<file path="config.mk">
export PLATFORM = sky130hd
export DESIGN_NAME = line_buffer_ctrl_flat
export DESIGN_NICKNAME = d
export VERILOG_FILES = /design/src/rtl/line_buffer_ctrl_if.sv /design/src/rtl/line_buffer_ctrl.sv /design/src/flat_wrapper.sv
export SDC_FILE = /design/constraint.sdc
export NUM_CORES = 1
export LEC_CHECK = 0
export BUFFER_PORTS_ARGS = -buffer_cell sky130_fd_sc_hd__buf_2
export CAP_MARGIN = 20
export CORE_UTILIZATION = 56
export CTS_BUF_LIST = sky130_fd_sc_hd__clkbuf_4
export DETAILED_ROUTE_END_ITERATION = 10
export PLACE_DENSITY = 0.74
export SLEW_MARGIN = 10
export SYNTH_ARGS = -nofsm -noshare
export SYNTH_HDL_FRONTEND = slang
export SYNTH_SLANG_ARGS = --single-unit
export TNS_END_PERCENT = 20
</file>
<file path="constraint.sdc">
create_clock -name clk -period 2.4 [get_ports clk]
set_input_delay 0.36 -clock clk [delete_from_list [all_inputs] [get_ports clk]]
set_output_delay 0.36 -clock clk [all_outputs]
set_load 0.02 [all_outputs]
</file>
<file path="src/rtl/line_buffer_ctrl_if.sv">
// Stream handshake and datapath-control bundle around line_buffer_ctrl.
// master = the controller; slave = the datapath/upstream/downstream side.
interface line_buffer_ctrl_if #(
  parameter int BW = 1
);
  logic          i_valid;
  logic          i_ready;
  logic          shift;
  logic          is_padding;
  logic [BW-1:0] out_blank;
  logic          o_valid;
  logic          o_ready;
  logic          o_last;

  modport master (
    input  i_valid, o_ready,
    output i_ready, shift, is_padding, out_blank, o_valid, o_last
  );

  modport slave (
    output i_valid, o_ready,
    input  i_ready, shift, is_padding, out_blank, o_valid, o_last
  );
endinterface

</file>
<file path="src/rtl/line_buffer_ctrl.sv">
// Walks one zero-padded frame for line_buffer_datapath: shift/pad/blank control,
// input valid/ready acceptance and window-valid output with backpressure.
module line_buffer_ctrl #(
  parameter int IN_HEIGHT  = 512,
  parameter int IN_WIDTH   = 512,
  parameter int KERNEL_0   = 3,
  parameter int KERNEL_1   = 3,
  parameter int DILATION_0 = 2,
  parameter int DILATION_1 = 2,
  parameter int PADDING_0  = 2,
  parameter int PADDING_1  = 2,
  parameter int STRIDE_0   = 1,
  parameter int STRIDE_1   = 1
) (
  input  logic               clk,
  input  logic               rst_n,
  input  logic               start,
  output logic               busy,
  output logic               frame_done,
  line_buffer_ctrl_if.master bus
);
  localparam int TW        = IN_WIDTH + 2*PADDING_1;
  localparam int TH        = IN_HEIGHT + 2*PADDING_0;
  localparam int W0        = DILATION_0*(KERNEL_0-1) + 1;
  localparam int W1        = DILATION_1*(KERNEL_1-1) + 1;
  localparam int BLANK_LIM = PADDING_0*TW + PADDING_1;

  // Linear distance from the newest window point back to kernel point p.
  function automatic int kofs(input int p);
    return (KERNEL_0-1-p/KERNEL_1)*DILATION_0*TW + (KERNEL_1-1-p%KERNEL_1)*DILATION_1;
  endfunction

  function automatic int count_blank();
    int n;
    n = 0;
    for (int p = 0; p < KERNEL_0*KERNEL_1; p++)
      if (kofs(p) > (W0-1)*TW + (W1-1) - BLANK_LIM) n++;
    return n;
  endfunction

  localparam int BLANK_PTS      = count_blank();
  localparam int BLANK_PTS_SAFE = (BLANK_PTS > 0) ? BLANK_PTS : 1;
  localparam int RW     = $clog2(TH);
  localparam int CW     = $clog2(TW);
  localparam int LW     = $clog2(TH*TW) + 1;
  localparam int PW0    = (STRIDE_0 > 1) ? $clog2(STRIDE_0) : 1;
  localparam int PW1    = (STRIDE_1 > 1) ? $clog2(STRIDE_1) : 1;
  localparam int RPH0   = (PADDING_0 >= W0-1) ? (PADDING_0-W0+1) % STRIDE_0 : 0;
  localparam int LAST_R = W0-1 + ((TH-W0)/STRIDE_0)*STRIDE_0;
  localparam int LAST_C = W1-1 + ((TW-W1)/STRIDE_1)*STRIDE_1;

  typedef enum logic [1:0] {IDLE, RUN, DRAIN} state_t;

  state_t                    state_q, state_d;
  logic [RW-1:0]             r_q, r_d;
  logic [CW-1:0]             c_q, c_d;
  logic [LW-1:0]             lin_q, lin_d;
  logic [PW0-1:0]            rph_q, rph_d;
  logic [PW1-1:0]            cph_q, cph_d;
  logic                      o_valid_q, o_valid_d;
  logic                      o_last_q, o_last_d;
  logic [BLANK_PTS_SAFE-1:0] out_blank_q, out_blank_d;
  logic                      frame_done_q, frame_done_d;

  logic run, start_frame, drain_exit, shift;
  logic pad, slot_free, complete, last_pos;
  logic [BLANK_PTS_SAFE-1:0] blank_now;

  assign pad       = (int'(c_q) < PADDING_1) || (int'(c_q) >= PADDING_1 + IN_WIDTH)
                  || (int'(r_q) >= PADDING_0 + IN_HEIGHT);
  assign slot_free = !o_valid_q || bus.o_ready;
  assign complete  = (int'(r_q) >= W0-1) && (int'(c_q) >= W1-1) && (rph_q == '0) && (cph_q == '0);
  assign last_pos  = (int'(r_q) == LAST_R) && (int'(c_q) == LAST_C);

  // Points landing before the first shifted real pixel hold stale or never-written data.
  for (genvar p = 0; p < BLANK_PTS_SAFE; p++) begin : g_blank
    if (p < BLANK_PTS) begin : g_pt
      assign blank_now[p] = int'(lin_q) < BLANK_LIM + kofs(p);
    end else begin : g_zero
      assign blank_now[p] = 1'b0;
    end
  end

  always_ff @(posedge clk or negedge rst_n) begin
    if (!rst_n) state_q <= IDLE;
    else        state_q <= state_d;
  end

  always_comb begin
    state_d = state_q;
    case (state_q)
      IDLE:    if (start) state_d = RUN;
      RUN:     if (shift && int'(r_q) == TH-1 && int'(c_q) == TW-1) state_d = DRAIN;
      DRAIN:   if (drain_exit) state_d = IDLE;
      default: state_d = IDLE;
    endcase
  end

  always_comb begin
    run          = (state_q == RUN);
    busy         = (state_q != IDLE);
    start_frame  = (state_q == IDLE) && start;
    drain_exit   = (state_q == DRAIN) && slot_free;
    shift        = run && slot_free && (pad || bus.i_valid);
    frame_done_d = drain_exit;
  end

  assign bus.shift      = shift;
  assign bus.i_ready    = run && slot_free && !pad;
  assign bus.is_padding = run && pad;
  assign bus.o_valid    = o_valid_q;
  assign bus.o_last     = o_last_q;
  assign bus.out_blank  = out_blank_q;
  assign frame_done     = frame_done_q;

  // Phase counters are re-zeroed as the walk reaches the first window row/column.
  always_comb begin
    r_d   = r_q;
    c_d   = c_q;
    lin_d = lin_q;
    rph_d = rph_q;
    cph_d = cph_q;
    if (start_frame) begin
      r_d   = RW'(PADDING_0);
      c_d   = '0;
      lin_d = LW'(PADDING_0*TW);
      rph_d = PW0'(RPH0);
      cph_d = '0;
    end else if (shift) begin
      lin_d = lin_q + 1'b1;
      if (int'(c_q) == TW-1) begin
        c_d   = '0;
        r_d   = r_q + 1'b1;
        cph_d = '0;
        rph_d = (int'(r_q) + 1 == W0-1 || int'(rph_q) == STRIDE_0-1) ? '0 : rph_q + 1'b1;
      end else begin
        c_d   = c_q + 1'b1;
        cph_d = (int'(c_q) + 1 == W1-1 || int'(cph_q) == STRIDE_1-1) ? '0 : cph_q + 1'b1;
      end
    end
  end

  always_comb begin
    o_valid_d   = o_valid_q;
    o_last_d    = o_last_q;
    out_blank_d = out_blank_q;
    if (shift && complete) begin
      o_valid_d   = 1'b1;
      o_last_d    = last_pos;
      out_blank_d = blank_now;
    end else if (bus.o_ready) begin
      o_valid_d = 1'b0;
      o_last_d  = 1'b0;
    end
  end

  always_ff @(posedge clk or negedge rst_n) begin
    if (!rst_n) begin
      r_q          <= '0;
      c_q          <= '0;
      lin_q        <= '0;
      rph_q        <= '0;
      cph_q        <= '0;
      o_valid_q    <= 1'b0;
      o_last_q     <= 1'b0;
      out_blank_q  <= '0;
      frame_done_q <= 1'b0;
    end else begin
      r_q          <= r_d;
      c_q          <= c_d;
      lin_q        <= lin_d;
      rph_q        <= rph_d;
      cph_q        <= cph_d;
      o_valid_q    <= o_valid_d;
      o_last_q     <= o_last_d;
      out_blank_q  <= out_blank_d;
      frame_done_q <= frame_done_d;
    end
  end
endmodule

</file>
<file path="src/flat_wrapper.sv">
// flat-port wrapper written by rule: the top's interface ports become plain ports
module line_buffer_ctrl_flat 
#(
  parameter int IN_HEIGHT  = 512,
  parameter int IN_WIDTH   = 512,
  parameter int KERNEL_0   = 3,
  parameter int KERNEL_1   = 3,
  parameter int DILATION_0 = 2,
  parameter int DILATION_1 = 2,
  parameter int PADDING_0  = 2,
  parameter int PADDING_1  = 2,
  parameter int STRIDE_0   = 1,
  parameter int STRIDE_1   = 1
)
  (clk, rst_n, start, busy, frame_done, bus_i_valid, bus_o_ready, bus_i_ready, bus_shift, bus_is_padding, bus_out_blank, bus_o_valid, bus_o_last);
  line_buffer_ctrl_if bus_i ();
  input  logic clk;
  input  logic rst_n;
  input  logic start;
  output logic busy;
  output logic frame_done;
  input wire logic [$bits(bus_i.i_valid)-1:0] bus_i_valid;
  input wire logic [$bits(bus_i.o_ready)-1:0] bus_o_ready;
  output wire logic [$bits(bus_i.i_ready)-1:0] bus_i_ready;
  output wire logic [$bits(bus_i.shift)-1:0] bus_shift;
  output wire logic [$bits(bus_i.is_padding)-1:0] bus_is_padding;
  output wire logic [$bits(bus_i.out_blank)-1:0] bus_out_blank;
  output wire logic [$bits(bus_i.o_valid)-1:0] bus_o_valid;
  output wire logic [$bits(bus_i.o_last)-1:0] bus_o_last;
  assign bus_i.i_valid = bus_i_valid;
  assign bus_i.o_ready = bus_o_ready;
  assign bus_i_ready = bus_i.i_ready;
  assign bus_shift = bus_i.shift;
  assign bus_is_padding = bus_i.is_padding;
  assign bus_out_blank = bus_i.out_blank;
  assign bus_o_valid = bus_i.o_valid;
  assign bus_o_last = bus_i.o_last;
  line_buffer_ctrl #(.IN_HEIGHT(IN_HEIGHT), .IN_WIDTH(IN_WIDTH), .KERNEL_0(KERNEL_0), .KERNEL_1(KERNEL_1), .DILATION_0(DILATION_0), .DILATION_1(DILATION_1), .PADDING_0(PADDING_0), .PADDING_1(PADDING_1), .STRIDE_0(STRIDE_0), .STRIDE_1(STRIDE_1)) u_core (.clk(clk), .rst_n(rst_n), .start(start), .busy(busy), .frame_done(frame_done), .bus(bus_i));
endmodule
</file>
==> results of run 1 <==
-- area by class of cell --
| class | instances | area share [%] |
|---|---|---|
| Multi-Input combinational cell | 214 | 45.2 |
| Inverter | 8 | 1.08 |
| Tap cell | 52 | 2.17 |
| Sequential cell | 48 | 40.2 |
| Timing Repair Buffer | 37 | 9.47 |
| Clock inverter | 1 | 0.125 |
| Clock buffer | 7 | 1.75 |
-- state kept, by name, indices dropped and copies added, names as in the netlist --
register / count
u_core.out_blank_q: 1
u_core.cph_q: 1
u_core.c_q: 10
u_core.state_q: 2
u_core.bus.o_valid: 1
u_core.bus.o_last: 1
u_core.frame_done: 1
u_core.lin_q: 20
u_core.rph_q: 1
u_core.r_q: 10
-- cells in the final DEF (no fill, tap or decap), types with 6 or more instances in the layout --
cell	n
a21oi_1	23
o21ai_0	18
o211ai_1	6
nand4_1	15
inv_1	7
clkbuf_4	7
or4_4	6
and3_1	8
or3_1	14
o31ai_1	11
buf_4	20
nand2_1	22
dfrtp_1	45
or4_1	6
buf_2	11
nor2_1	8
nand3_1	26
-- tightest hold or removal path, cell delays in order --
cell	delay [ps]
buf_2	110
nor2_1	80
nor3_1	50
-- cells by family (layout without fill, tap and decap cells) --
group	after synthesis	after routing	share of synthesized area [%]
fa+ha+maj	4	4	1.92
xor+xnor	1	1	0.336
buf+inv	24	53	4.27
flops	48	48	46.0
compound gates	72	72	16.5
mux	5	5	1.92
simple gates	132	132	29.1
-- per-stage QoR --
step                      setup TNS, ps  instances  util, %  hold WS [ps]
after floorplan                       0        286        -          64.4
after global placement                0        347     62.6           264
after detailed placement              0        347     62.6           276
after CTS                             0        358     64.8           245
after global routing              -33.6        367     68.0           264
final                                 0        367     68.0           244
-- metal layers --
layer / track usage, % / routed length, µm / vias up
met5: 0 / 0 / -
met4: 7.11 / 100 / 0
met3: 4.91 / 262 / 12
met2: 39.3 / 2960 / 69
met1: 37.0 / 2960 / 1166
li1: - / - / 1141
-- synthesized netlist by cell type, types with 2 or more instances --
library cell  count  share of area, %
nand3_1          26               5.0
ha_1              4               1.9
a211oi_1          2              0.58
o21ai_1           2              0.38
nor2_1            8               1.2
and2_1            5               1.2
nor4_1            6               1.4
or4_1            12               3.5
o31ai_1          11               3.2
nand4_1          15               3.6
nor3_1            4              0.77
o21ai_0          18               3.5
or3_1            14               3.4
and4_1            3               1.0
buf_2             5              0.96
mux2i_1           5               1.9
a21oi_1          26               5.0
nand2b_1          2              0.48
nand2_1          22               3.2
nand3b_1          3              0.86
o21a_1            2              0.58
inv_1             8               1.2
dfrtp_1          48                46
buf_6             2              0.86
and3_1            8               1.9
o211ai_1          6               1.7
clkbuf_1          8               1.2
-- where the power goes --
part,leakage [nW],total [W],internal (W),switching [W]
Sequential,0.632,0.00107,0.000921,0.000149
Clock,0.0338,0.000390,0.000136,0.000254
Combinational,0.652,0.000777,0.000337,0.000440
Total,1.32,0.00224,0.00139,0.000843
-- how the worst max path moves through the flow --
stage	start	endpoint	depth (start not counted)
final	u_core.r_q[6]	bus_shift	5
after global routing	u_core.r_q[6]	bus_shift	5
after CTS	u_core.r_q[4]	bus_shift	5
after detailed placement	u_core.c_q[7]	u_core.r_q[7]	6
after global placement	u_core.c_q[4]	u_core.r_q[9]	6
after floorplan	u_core.c_q[5]	u_core.lin_q[15]	7
-- timing repair --
item                                    4_1_cts  5_1_grt
gates resized for setup                       4       20
setup buffers                                 2        9
endpoints found under the setup margin        1       11
hold endpoints to repair                     13        0
cloned                                        0        0
hold buffers                                  1        0
pin swaps                                     1        7
==> impl_metrics.json, run 1 <==
{
  "clock_path_buffers": 2,
  "rows": 24,
  "rsz0062_at_grt": "true",
  "hold_depth": 3,
  "required_ps": 2040,
  "synth_flop_cell": "dfrtp_1",
  "num_antenna_cells": 0,
  "grt_max_degree": 36,
  "crit_path_end_kind": "primary output",
  "clk_pin_slew_ps": 140,
  "setup_viol": 0,
  "multi_input_area_um2": 1360,
  "synth_cells": 286,
  "cpLargestDelayFamily": "simple AND/OR/NAND/NOR gates",
  "dpl.hpwl_um": 3890,
  "drt.antenna.violating_nets": 0,
  "vdd_drop_max_v": 0.000562,
  "ctsRootBufferMaster": "clkbuf_4",
  "reg2reg_from": "u_core.c_q[2]",
  "startpoint_type": "flop",
  "worst_hold_path.endpoint": "u_core.state_q[0]",
  "syn_area_per_cell_um2": 9.13,
  "via_count": 2388,
  "critical_path_arrival_ps": 2020,
  "boundaryPins": 13,
  "place_area_um2": 2760,
  "status": "completed",
  "tightest_slew_ps": 712,
  "finalNetCount": 323,
  "reg2reg_to": "u_core.r_q[7]",
  "p_total_w": 0.00224,
  "max_freq_ghz": 0.419,
  "antenna_found_initial": 0,
  "avgViaCountPerCell": 6.51,
  "clock-sinks": 48,
  "place_congestion": 0.927,
  "cts_tree": "yes",
  "slew_headroom_pct": 52.6,
  "fp.dieH_um": 70.3,
  "power.density_nw_per_um2": 746,
  "hold_viol_final": 0,
  "place_ws_ps": 142,
  "seq_area_um2": 1200,
  "route.detailed.drc": 0,
  "yosysSeqAreaShare_pct": 46.0,
  "overflow": 0,
  "syn_area_um2": 2610,
  "synthDistinctLibCells": 38,
  "reg2reg_depth": 7,
  "wirelength_um": 6280,
  "path_class": "flop to primary output",
  "path_cells": "or4_4 -> o21ai_4 -> a41o_1 -> inv_4 -> buf_6",
  "cp_slowest_cell": "or4_4",
  "drt-pass1-iter-count": 4,
  "regToRegSetupSlack_ps": 110,
  "grt_usage_pct": 25.6,
  "worstHoldPathType": "input port to flop",
  "async_reset_ff_share_pct": 100,
  "finalInstanceArea_um2": 3000,
  "synth_edf_count": 0,
  "syn_to_final_growth_pct": 15.0,
  "layout-drive-gt1-share_pct": 19.0,
  "dieArea_um2": 4940,
  "maxCapViolations": 0,
  "fillCellCount": 342,
  "path_buf_inv": 2,
  "cp_slowest_stage_delay_ps": 520,
  "htreeDepth": 2,
  "grt_pass1_vias": 2137,
  "clock_latency_ps": 370,
  "crit_fanout": 6,
  "p_leak_nw": 1.32,
  "fin_ws_ps": 15.9,
  "fp.dieW_um": 70.3,
  "drt_iter0_drc": 315,
  "synth_seq_cells": 48,
  "min-delay-start": "start",
  "cts_made_buffers": 5,
  "layout_min_cycle_time_ps": 2380,
  "start_util_pct": 59.1,
  "fin_crit_sh_pct": 99.3,
  "core_um2": 4410,
  "grt_pass1_wl_um": 10200,
  "numPortBuffers": 12,
  "synth_fp_nets": 295,
  "avgRoutedWirePerCell_um": 17.1,
  "skew_ps": 12.1,
  "ys_warn_count": 0,
  "drv_slew": 0
}
No activity file was read; power rests on OpenSTA's default activity.
==> run 2, diff against run 1 <==
--- a/config.mk
+++ b/config.mk
@@ -10,7 +10,7 @@
 export CORE_UTILIZATION = 56
 export CTS_BUF_LIST = sky130_fd_sc_hd__clkbuf_4
 export DETAILED_ROUTE_END_ITERATION = 10
-export PLACE_DENSITY = 0.74
+export PLACE_DENSITY = 0.79
 export SLEW_MARGIN = 10
 export SYNTH_ARGS = -nofsm -noshare
 export SYNTH_HDL_FRONTEND = slang
==> run 2 against run 1 <==
The run now ends with negative hold slack left. Clock-buffer cell count decreased by 2. Critical path depth stayed put. Worst hold slack worse by 250 ps. Non-clock buffer count is 2 higher. Global-route usage up 0.86 points. Clock skew is 3.3 ps lower. Largest power group unchanged. Highest routed layer unchanged.
==> impl_metrics.json, run 2 (synthesis results as in run 1) <==
{
  "grt_pass1_vias": 2143,
  "drv_slew": 0,
  "grt_usage_pct": 26.4,
  "wirelength_um": 6290,
  "maxCapViolations": 0,
  "place_congestion": 0.860,
  "final_cell_mix": "46 x dfrtp_1, 26 x nand3_1, 25 x buf_4",
  "route.met2.wl_um": 2930,
  "hold_viol_final": 1,
  "cp_slowest_cell": "or4_4",
  "clk_pin_slew_ps": 140,
  "dp.cells": 350,
  "ctsRootBufferMaster": "clkbuf_4",
  "final_common_cell": "dfrtp_1",
  "vdd_drop_max_v": 0.000510,
  "met3WireLength_um": 367,
  "path_buf_inv": 2,
  "cpLargestDelayFamily": "simple AND/OR/NAND/NOR gates",
  "status": "complete, but fails checks",
  "fin_crit_sh_pct": 99.8,
  "topRoutingLayerUsed": "met4",
  "layout-drive-gt1-share_pct": 18.7,
  "violations": "negative hold slack",
  "tightest_slew_ps": 655,
  "rows": 24,
  "antenna_found_initial": 0,
  "max_freq_ghz": 0.417,
  "critical_path_arrival_ps": 2040,
  "fp.dieW_um": 70.3,
  "via_count": 2429,
  "drt-pass1-iter-count": 5,
  "avgViaCountPerCell": 6.60,
  "path_cells": "or4_4 -> o21ai_2 -> a41o_1 -> clkinvlp_4 -> buf_2",
  "route.detailed.drc": 0,
  "power.density_nw_per_um2": 737,
  "avgRoutedWirePerCell_um": 17.1,
  "start_util_pct": 59.1,
  "fp.dieH_um": 70.3,
  "cp_slowest_stage_delay_ps": 530,
  "path_class": "flop to primary output",
  "boundaryPins": 13,
  "startpoint_type": "flop",
  "required_ps": 2040,
  "drt_iter0_drc": 262,
  "layout_min_cycle_time_ps": 2400,
  "clock_path_buffers": 2,
  "worstHoldPathType": "input port to asynchronous set/reset pin",
  "overflow": 0,
  "routedLengthMet1_um": 2910,
  "place_ws_ps": 126,
  "cts_made_buffers": 5,
  "final_cells": 368,
  "htreeDepth": 2,
  "slew_headroom_pct": 56.4,
  "cts.hold.buffers_added": 0,
  "p_leak_nw": 1.32,
  "finalNetCount": 325,
  "hold_ws_ps": -1.80,
  "crit_path_end_kind": "primary output",
  "setup_viol": 0,
  "grt_pass1_wl_um": 10400,
  "num_antenna_cells": 0,
  "skew_ps": 8.76,
  "fin_ws_ps": 3.79,
  "clock-sinks": 48,
  "dieArea_um2": 4940,
  "fillCellCount": 337,
  "numPortBuffers": 12,
  "syn_to_final_growth_pct": 14.4,
  "drt.antenna.violating_nets": 0,
  "grt_max_degree": 35,
  "clock_latency_ps": 370,
  "core_um2": 4410,
  "rsz0062_at_grt": "true",
  "reg.largest.list": "u_core.lin_q: 20 flops, u_core.c_q: 10 flops, u_core.r_q: 10 flops",
  "crit_fanout": 4,
  "largest_register": "u_core.lin_q",
  "cts_tree": "yes",
  "dpl.hpwl_um": 3880,
  "largest_reg_flops": 20
}
[run 2: final timing paths]
kind | slack [ps] | end | depth (start not counted) | start
min in group clk | 250 | u_core.state_q[0] | 3 | start
min reg2reg | 510 | u_core.rph_q | 2 | u_core.rph_q
max | 4 | bus_shift | 5 | u_core.r_q[7]
max reg2reg | 50 | u_core.lin_q[19] | 7 | u_core.c_q[8]
max in group asynchronous | 1770 | u_core.lin_q[16] | 2 | rst_n
min | -2 | u_core.lin_q[15] | 1 | rst_n
[run 2: power breakdown]
group	internal [W]	switching [W]	leakage, nW
sequential	0.000918	0.000131	0.633
combinational	0.000337	0.000454	0.658
clock	0.000103	0.000256	0.0261
[run 2: timing repair]
action	in CTS	in global routing
endpoints found under the setup margin	1	8
buffers inserted	4	7
pin swaps	1	6
endpoints found under the hold margin	0	0
gates cloned	0	1
gates resized for setup	4	10
[run 2: stage by stage]
step                      utilization [%]  area (µm²)  TNS, ps  hold slack [ps]  power (W)
after floorplan                         -        2610        0             64.4    0.00152
after global placement               63.4        2800        0              426    0.00173
after detailed placement             63.4        2800        0              428    0.00175
after CTS                            65.5        2890        0             26.4    0.00213
after global routing                 67.6        2990     -233             50.3    0.00232
final                                67.6        2990        0            -1.80    0.00220
[run 2: layout make-up]
type | count | area (µm²) | share of cell area (%)
Inverter | 8 | 33.8 | 1.13
Clock buffer | 5 | 37.5 | 1.26
Clock inverter | 2 | 7.51 | 0.251
Sequential cell | 48 | 1200 | 40.3
Timing Repair Buffer | 39 | 300 | 10.1
Multi-Input combinational cell | 214 | 1340 | 44.8
Tap cell | 52 | 65.1 | 2.18
[run 2: metal layers]
layer	vias to the layer above	track usage, %
li1	1138	-
met1	1198	39.4
met2	85	39.2
met3	8	4.62
met4	0	8.44
met5	-	0
